==> config.mk <==
export PLATFORM = sky130hd
export DESIGN_NAME = mm_systolic_sched_flat
export DESIGN_NICKNAME = d
export VERILOG_FILES = /design/src/rtl/mm_systolic_sched_if.sv /design/src/rtl/mm_systolic_sched.sv /design/src/flat_wrapper.sv
export SDC_FILE = /design/constraint.sdc
export NUM_CORES = 1
export LEC_CHECK = 0
export CAP_MARGIN = 20
export CORE_AREA = 5 5 234 236
export CTS_CLUSTER_SIZE = 28
export DETAILED_ROUTE_END_ITERATION = 6
export DIE_AREA = 0 0 239 241
export GPL_TIMING_DRIVEN = 0
export PLACE_DENSITY = 0.53
export SLEW_MARGIN = 5
export SYNTH_ARGS = -nofsm -noshare
export SYNTH_HDL_FRONTEND = slang
export SYNTH_SLANG_ARGS = --single-unit
==> constraint.sdc <==
create_clock -name clk -period 2.5 [get_ports clk]
set_clock_uncertainty 0.15 [all_clocks]
set_input_delay 0.75 -clock clk [delete_from_list [all_inputs] [get_ports clk]]
set_output_delay 0.75 -clock clk [all_outputs]
set_load 0.1 [all_outputs]
==> src/rtl/mm_systolic_sched_if.sv <==
// mm_systolic_sched_if: start/operand-buffer/array-edge/result-row signals of the systolic sequencer.
interface mm_systolic_sched_if #(
  parameter int N         = 4,
  parameter int BIT_WIDTH = 16,
  parameter int KW        = 7,
  parameter int RW        = (N > 1) ? $clog2(N) : 1
);
  logic                      start;
  logic [KW-1:0]             k_len;
  logic                      busy;
  logic                      done;
  logic                      op_rd_en;
  logic [KW-1:0]             op_rd_addr;
  logic [N*BIT_WIDTH-1:0]    a_rd_data;
  logic [N*BIT_WIDTH-1:0]    b_rd_data;
  logic                      array_clr_n;
  logic [N*BIT_WIDTH-1:0]    west_bus;
  logic [N*BIT_WIDTH-1:0]    north_bus;
  logic [N*N*BIT_WIDTH-1:0]  arr_result;
  logic                      res_valid;
  logic                      res_ready;
  logic [RW-1:0]             res_row_idx;
  logic [N*BIT_WIDTH-1:0]    res_data;

  modport slave (
    input  start, k_len, a_rd_data, b_rd_data, arr_result, res_ready,
    output busy, done, op_rd_en, op_rd_addr, array_clr_n, west_bus, north_bus,
           res_valid, res_row_idx, res_data
  );

  modport master (
    output start, k_len, a_rd_data, b_rd_data, arr_result, res_ready,
    input  busy, done, op_rd_en, op_rd_addr, array_clr_n, west_bus, north_bus,
           res_valid, res_row_idx, res_data
  );
endinterface

==> src/rtl/mm_systolic_sched.sv <==
// mm_systolic_sched: clears, feeds (with diagonal skew), drains and reads out an N x N output-stationary systolic array.
module mm_systolic_sched #(
  parameter int N         = 4,
  parameter int BIT_WIDTH = 16,
  parameter int KMAX      = 64,
  parameter int KW        = 7,
  parameter int SAT_LAT   = 1
) (
  input logic              clk,
  input logic              rst_n,
  mm_systolic_sched_if.slave io
);
  localparam int BW = BIT_WIDTH;
  localparam int RW = (N > 1) ? $clog2(N) : 1;
  localparam logic [2:0] S_IDLE  = 3'd0;
  localparam logic [2:0] S_CLEAR = 3'd1;
  localparam logic [2:0] S_FEED  = 3'd2;
  localparam logic [2:0] S_DRAIN = 3'd3;
  localparam logic [2:0] S_READ  = 3'd4;
  localparam logic [KW-1:0] CLR_LAST = KW'(SAT_LAT);
  localparam logic [KW-1:0] DRN_LAST = KW'(2 * N + SAT_LAT - 1);
  localparam logic [KW-1:0] K_MAX    = KW'(KMAX);
  localparam logic [RW-1:0] LAST_ROW = RW'(N - 1);

  logic [2:0]    r_state;
  logic [KW-1:0] r_k;
  logic [KW-1:0] r_cnt;
  logic [RW-1:0] r_row;
  logic          r_done;
  logic          r_dv;
  logic          w_run;
  logic          w_cnt;
  logic          w_last;
  logic          w_xfer;

  assign w_run  = r_state == S_FEED || r_state == S_DRAIN;
  assign w_cnt  = w_run || r_state == S_CLEAR;
  assign w_last = (r_state == S_CLEAR && r_cnt == CLR_LAST) ||
                  (r_state == S_FEED  && r_cnt == r_k - 1'b1) ||
                  (r_state == S_DRAIN && r_cnt == DRN_LAST);
  assign w_xfer = r_state == S_READ && io.res_ready;

  always_ff @(posedge clk)
    if (!rst_n) begin
      r_state <= S_IDLE;
      r_k     <= '0;
      r_cnt   <= '0;
      r_row   <= '0;
      r_done  <= 1'b0;
      r_dv    <= 1'b0;
    end else begin
      r_done <= w_xfer && r_row == LAST_ROW;
      r_dv   <= r_state == S_FEED;
      r_cnt  <= (w_last || !w_cnt) ? '0 : r_cnt + 1'b1;
      r_row  <= !w_xfer ? r_row : (r_row == LAST_ROW) ? '0 : r_row + 1'b1;
      if (r_state == S_IDLE && io.start) r_k <= (io.k_len > K_MAX) ? K_MAX : io.k_len;
      case (r_state)
        S_IDLE:  if (io.start) r_state <= S_CLEAR;
        S_CLEAR: if (w_last) r_state <= (r_k == '0) ? S_READ : S_FEED;
        S_FEED:  if (w_last) r_state <= S_DRAIN;
        S_DRAIN: if (w_last) r_state <= S_READ;
        S_READ:  if (w_xfer && r_row == LAST_ROW) r_state <= S_IDLE;
        default: r_state <= S_IDLE;
      endcase
    end

  assign io.busy        = r_state != S_IDLE;
  assign io.done        = r_done;
  assign io.op_rd_en    = r_state == S_FEED;
  assign io.op_rd_addr  = (r_state == S_FEED) ? r_cnt : '0;
  assign io.array_clr_n = rst_n && r_state != S_CLEAR;
  assign io.res_valid   = r_state == S_READ;
  assign io.res_row_idx = r_row;
  assign io.res_data    = io.arr_result[r_row * N * BW +: N * BW];

  // Lane i is i+1 registers deep so row/column i sees operand k exactly i cycles after lane 0.
  for (genvar i = 0; i < N; i++) begin : g_lane
    logic [BW-1:0] r_w [0:i];
    logic [BW-1:0] r_n [0:i];
    always_ff @(posedge clk)
      if (!rst_n || !w_run) begin
        r_w <= '{default: '0};
        r_n <= '{default: '0};
      end else begin
        r_w[0] <= r_dv ? io.a_rd_data[i*BW +: BW] : '0;
        r_n[0] <= r_dv ? io.b_rd_data[i*BW +: BW] : '0;
        for (int s = 1; s <= i; s++) begin
          r_w[s] <= r_w[s-1];
          r_n[s] <= r_n[s-1];
        end
      end
    assign io.west_bus[i*BW +: BW]  = r_w[i];
    assign io.north_bus[i*BW +: BW] = r_n[i];
  end
endmodule

==> src/flat_wrapper.sv <==
// flat-port wrapper written by rule: the top's interface ports become plain ports
module mm_systolic_sched_flat 
#(
  parameter int N         = 4,
  parameter int BIT_WIDTH = 16,
  parameter int KMAX      = 64,
  parameter int KW        = 7,
  parameter int SAT_LAT   = 1
)
  (clk, rst_n, io_start, io_k_len, io_a_rd_data, io_b_rd_data, io_arr_result, io_res_ready, io_busy, io_done, io_op_rd_en, io_op_rd_addr, io_array_clr_n, io_west_bus, io_north_bus, io_res_valid, io_res_row_idx, io_res_data);
  mm_systolic_sched_if #(.N(N), .BIT_WIDTH(BIT_WIDTH), .KW(KW)) io_i ();
  input logic clk;
  input logic rst_n;
  input wire logic [$bits(io_i.start)-1:0] io_start;
  input wire logic [$bits(io_i.k_len)-1:0] io_k_len;
  input wire logic [$bits(io_i.a_rd_data)-1:0] io_a_rd_data;
  input wire logic [$bits(io_i.b_rd_data)-1:0] io_b_rd_data;
  input wire logic [$bits(io_i.arr_result)-1:0] io_arr_result;
  input wire logic [$bits(io_i.res_ready)-1:0] io_res_ready;
  output wire logic [$bits(io_i.busy)-1:0] io_busy;
  output wire logic [$bits(io_i.done)-1:0] io_done;
  output wire logic [$bits(io_i.op_rd_en)-1:0] io_op_rd_en;
  output wire logic [$bits(io_i.op_rd_addr)-1:0] io_op_rd_addr;
  output wire logic [$bits(io_i.array_clr_n)-1:0] io_array_clr_n;
  output wire logic [$bits(io_i.west_bus)-1:0] io_west_bus;
  output wire logic [$bits(io_i.north_bus)-1:0] io_north_bus;
  output wire logic [$bits(io_i.res_valid)-1:0] io_res_valid;
  output wire logic [$bits(io_i.res_row_idx)-1:0] io_res_row_idx;
  output wire logic [$bits(io_i.res_data)-1:0] io_res_data;
  assign io_i.start = io_start;
  assign io_i.k_len = io_k_len;
  assign io_i.a_rd_data = io_a_rd_data;
  assign io_i.b_rd_data = io_b_rd_data;
  assign io_i.arr_result = io_arr_result;
  assign io_i.res_ready = io_res_ready;
  assign io_busy = io_i.busy;
  assign io_done = io_i.done;
  assign io_op_rd_en = io_i.op_rd_en;
  assign io_op_rd_addr = io_i.op_rd_addr;
  assign io_array_clr_n = io_i.array_clr_n;
  assign io_west_bus = io_i.west_bus;
  assign io_north_bus = io_i.north_bus;
  assign io_res_valid = io_i.res_valid;
  assign io_res_row_idx = io_i.res_row_idx;
  assign io_res_data = io_i.res_data;
  mm_systolic_sched #(.N(N), .BIT_WIDTH(BIT_WIDTH), .KMAX(KMAX), .KW(KW), .SAT_LAT(SAT_LAT)) u_core (.clk(clk), .rst_n(rst_n), .io(io_i));
endmodule
==> results.json <==
{
  "drc": 0,
  "syn_to_final_growth_pct": 76.9,
  "swShare_pct": 26.8,
  "drt-total-wl_um": 56600,
  "status": "complete, but fails checks",
  "nets": 2095,
  "dieWidth_um": 239,
  "dr_wl_met3_um": 4670,
  "fin_area_mm2": 0.0215,
  "clk_pin_slew_ns": 0.06,
  "peakVddDrop_uv": 409,
  "crit_type": "reg -> out",
  "clk_path_buf_depth": 3,
  "grt_usage_pct": 18.5,
  "synth_area_per_cell_um2": 11.8,
  "worst_slew_pin_slew_ns": 0.926,
  "r2r_cells": 7,
  "crit_start": "u_core.io.res_row_idx[0]$_SDFFE_PN0P_",
  "fp.dieH_um": 241,
  "grt_max_degree": 14,
  "p_clk_share_pct": 40.3,
  "wl_met2_um": 29700,
  "clock_sinks": 341,
  "p_sw_mw": 3.54,
  "met1_length_um": 20400,
  "synthCells": 1030,
  "r2r_start": "u_core.r_k[0]$_SDFFE_PN0P_",
  "timing.rr.end": "u_core.r_cnt[4]$_SDFF_PP0_",
  "holdPathEnd": "u_core.g_lane[3].r_w[47]$_SDFF_PP0_",
  "portBuffers": 600,
  "reg2reg_slack_ns": 0.18,
  "holdPathStages": 1,
  "violations": "negative setup slack",
  "cts_buffers": 37,
  "grt_pass1_vias": 10700,
  "cts_root_buf": "clkbuf_16",
  "holdBufCountCts": 0,
  "place.detailed.hpwl_um": 46600,
  "fmax_ghz": 0.326,
  "dieArea_mm2": 0.0576,
  "seq_area_frac_synth_pct": 56.2,
  "end_kind": "primary output",
  "fin_crit_ns": 3.06,
  "setup-violations-final": 69,
  "max_slew_margin_pct": 38.3,
  "antenna_found_initial": 21,
  "drive_above_1_share_pct": 28.5,
  "worstHoldStart": "u_core.g_lane[3].r_w[63]$_SDFF_PP0_",
  "top_layer_used": "met5",
  "viasPerCell": 4.30,
  "p_seq_share_pct": 41.3,
  "drt_iter0_drc": 463,
  "path_max_fanout": 6,
  "htreeDepth": 2,
  "cp_data_required_time_ns": 1.60,
  "syn_nets": 1431,
  "min_path_type": "reg -> reg",
  "place_area_mm2": 0.0193,
  "start_util_pct": 23.2,
  "netlist_area_mm2": 0.0121,
  "yosys_warnings": 0,
  "overflow": 0,
  "cp.arrival_ns": 2.16,
  "final_core_util_pct": 41.1,
  "intPower_mw": 9.68,
  "core_area_mm2": 0.0522,
  "synth_cell_types": 35,
  "clk_latency_ns": 0.53,
  "num_rows": 84,
  "ioPinCount": 601,
  "finalWorstSetupSlack_ns": -0.563,
  "slew_violations": 0,
  "start_kind": "flip-flop",
  "ys_ff_latch": 341,
  "period_share_pct": 123,
  "drv_cap": 0,
  "vias": 10417,
  "hold_viol_final": 0,
  "rsz0062_at_grt": "yes",
  "grt_pass1_wl_um": 77500,
  "powerDensity_mw_per_mm2": 616,
  "nFillCells": 5048,
  "drt_pass1_iterations": 4,
  "place.gp.congestion": 0.978,
  "drt-wirelength-per-cell_um": 23.3,
  "p_leak_nw": 9.42,
  "power_frac_comb_pct": 18.4,
  "ant_nets": 0,
  "tritoncts": "yes"
}
[cells in the final DEF (no fill, tap or decap), drive strengths merged]
master           n
clkdlybuf4s50  392
dfxtp          341
and3           323
buf            210
clkbuf         131
clkdlybuf4s15  123
mux4            64
diode           16
nor2b           12
nor3            10
nand2            9
nor2             9
nand3            8
a21oi            8
xnor2            8
and2             8
nor3b            8
clkdlybuf4s18    7
inv              7
clkinv           7
xor2             6
ha               6
mux2i            3
o21ai            3
o2111ai          2
a41oi            2
clkinvlp         2
o21a             1
nor4             1
o21ba            1
a221oi           1
or4b             1
o211ai           1
o31ai            1
o2111a           1
bufinv           1
dlygate4sd2      1
[kinds of logic after synthesis]
group,count (synthesis),share of synthesized area [%]
AND/OR/NAND/NOR,389,19.7
multiplexers,67,12.1
flip-flops,341,56.2
AO/OA/AOI/OAI,21,1.27
adder cells (fa/ha/maj),6,0.618
XOR/XNOR,14,1.01
buffers and inverters,192,9.05
[flip-flops by register name (all words and copies together) (netlist names), 2 cells and up]
signal and cells:
u_core.g_lane.r_n 112, u_core.g_lane.r_w 112, u_core.io.north_bus 48, u_core.io.res_row_idx 2
u_core.io.west_bus 48, u_core.r_cnt 7, u_core.r_k 7, u_core.r_state 3
[synthesized netlist by cell type]
cell	count	area [um^2]
and3_1	323	2020
buf_6	1	11.3
o21ai_1	1	5.00
o21a_1	1	7.51
buf_1	4	15.0
inv_1	5	18.8
o211ai_1	1	7.51
or4b_1	1	10.0
a221oi_2	1	15.0
o21ba_1	1	10.0
nor2b_1	12	75.1
buf_4	96	721
dfxtp_1	341	6830
nand2_1	9	33.8
nor3b_4	1	18.8
a21oi_1	8	40.0
xor2_1	6	52.6
ha_1	6	75.1
o2111a_1	1	11.3
nand3_1	8	40.0
o2111ai_1	2	17.5
nor2_1	9	33.8
mux4_2	64	1440
mux2i_1	3	30.0
nor3b_1	7	52.6
nor4_1	1	6.26
clkbuf_1	77	289
xnor2_1	8	70.1
o31ai_2	1	12.5
nor3_1	10	50.1
o21ai_0	2	10.0
a41oi_1	2	17.5
and2_1	8	50.1
buf_2	8	40.0
inv_2	1	3.75
[how the worst max path moves through the flow]
stage,slack (ns),endpoint,cells after the start
final,-0.56,io_res_data[50],5
after global routing,-0.61,io_res_data[50],5
after CTS,-0.61,io_res_data[50],5
after detailed placement,-1.41,io_array_clr_n,4
after global placement,-1.41,io_array_clr_n,4
after floorplan,-0.31,io_op_rd_addr[0],3
[routing by layer]
metal | GRT usage (%) | vias to the layer above
met5 | 0 | -
met4 | 7.76 | 14
met1 | 19.9 | 5039
li1 | - | 4884
met2 | 33.3 | 397
met3 | 6.16 | 83
[what timing repair did]
| action | CTS | global route |
|---|---|---|
| pin swaps | 1 | 3 |
| gates resized for setup | 970 | 23 |
| endpoints found under the setup margin | 476 | 101 |
| cloned | 5 | 0 |
| buffers inserted | 24 | 2 |
[metrics by stage]
step / total power [mW] / TNS [ns] / setup WS, ns / instances / hold slack [ns]
after floorplan: 6.70 / -5.51 / -0.314 / 1030 / 0.287
after global placement: 7.76 / -317.64 / -1.41 / 2318 / 0.288
after detailed placement: 7.81 / -312.24 / -1.41 / 2326 / 0.294
after CTS: 13.4 / -33.19 / -0.606 / 2411 / 0.292
after global routing: 13.7 / -32.67 / -0.609 / 2419 / 0.314
final: 13.2 / -28.81 / -0.563 / 2423 / 0.303
[final cells by class]
type	instances	area, um^2	area share (%)
Multi-Input combinational cell	497	4260	19.8
Sequential cell	341	6840	31.9
Inverter	6	22.5	0.105
Buffer	184	1240	5.76
Clock inverter	11	136	0.635
Antenna cell	16	40.0	0.186
Tap cell	688	861	4.01
Clock buffer	53	1080	5.01
Timing Repair Buffer	627	7000	32.6
[power groups by stage]
stage	sequential (mW)	combinational, mW	clock, mW
2_1_floorplan	5.59	1.12	0
3_3_place_gp	5.58	2.18	0
3_5_place_dp	5.58	2.23	0
4_1_cts	5.46	2.45	5.50
5_1_grt	5.46	2.51	5.72
6_report	5.46	2.43	5.34
[worst max-delay path, stage by stage, from the launching register on]
cell and delay (ns):
dfxtp_4 0.39, buf_12 0.12, buf_16 0.14, buf_12 0.12, mux4_2 0.61, buf_12 0.21
(Power assumes the default switching activity.)
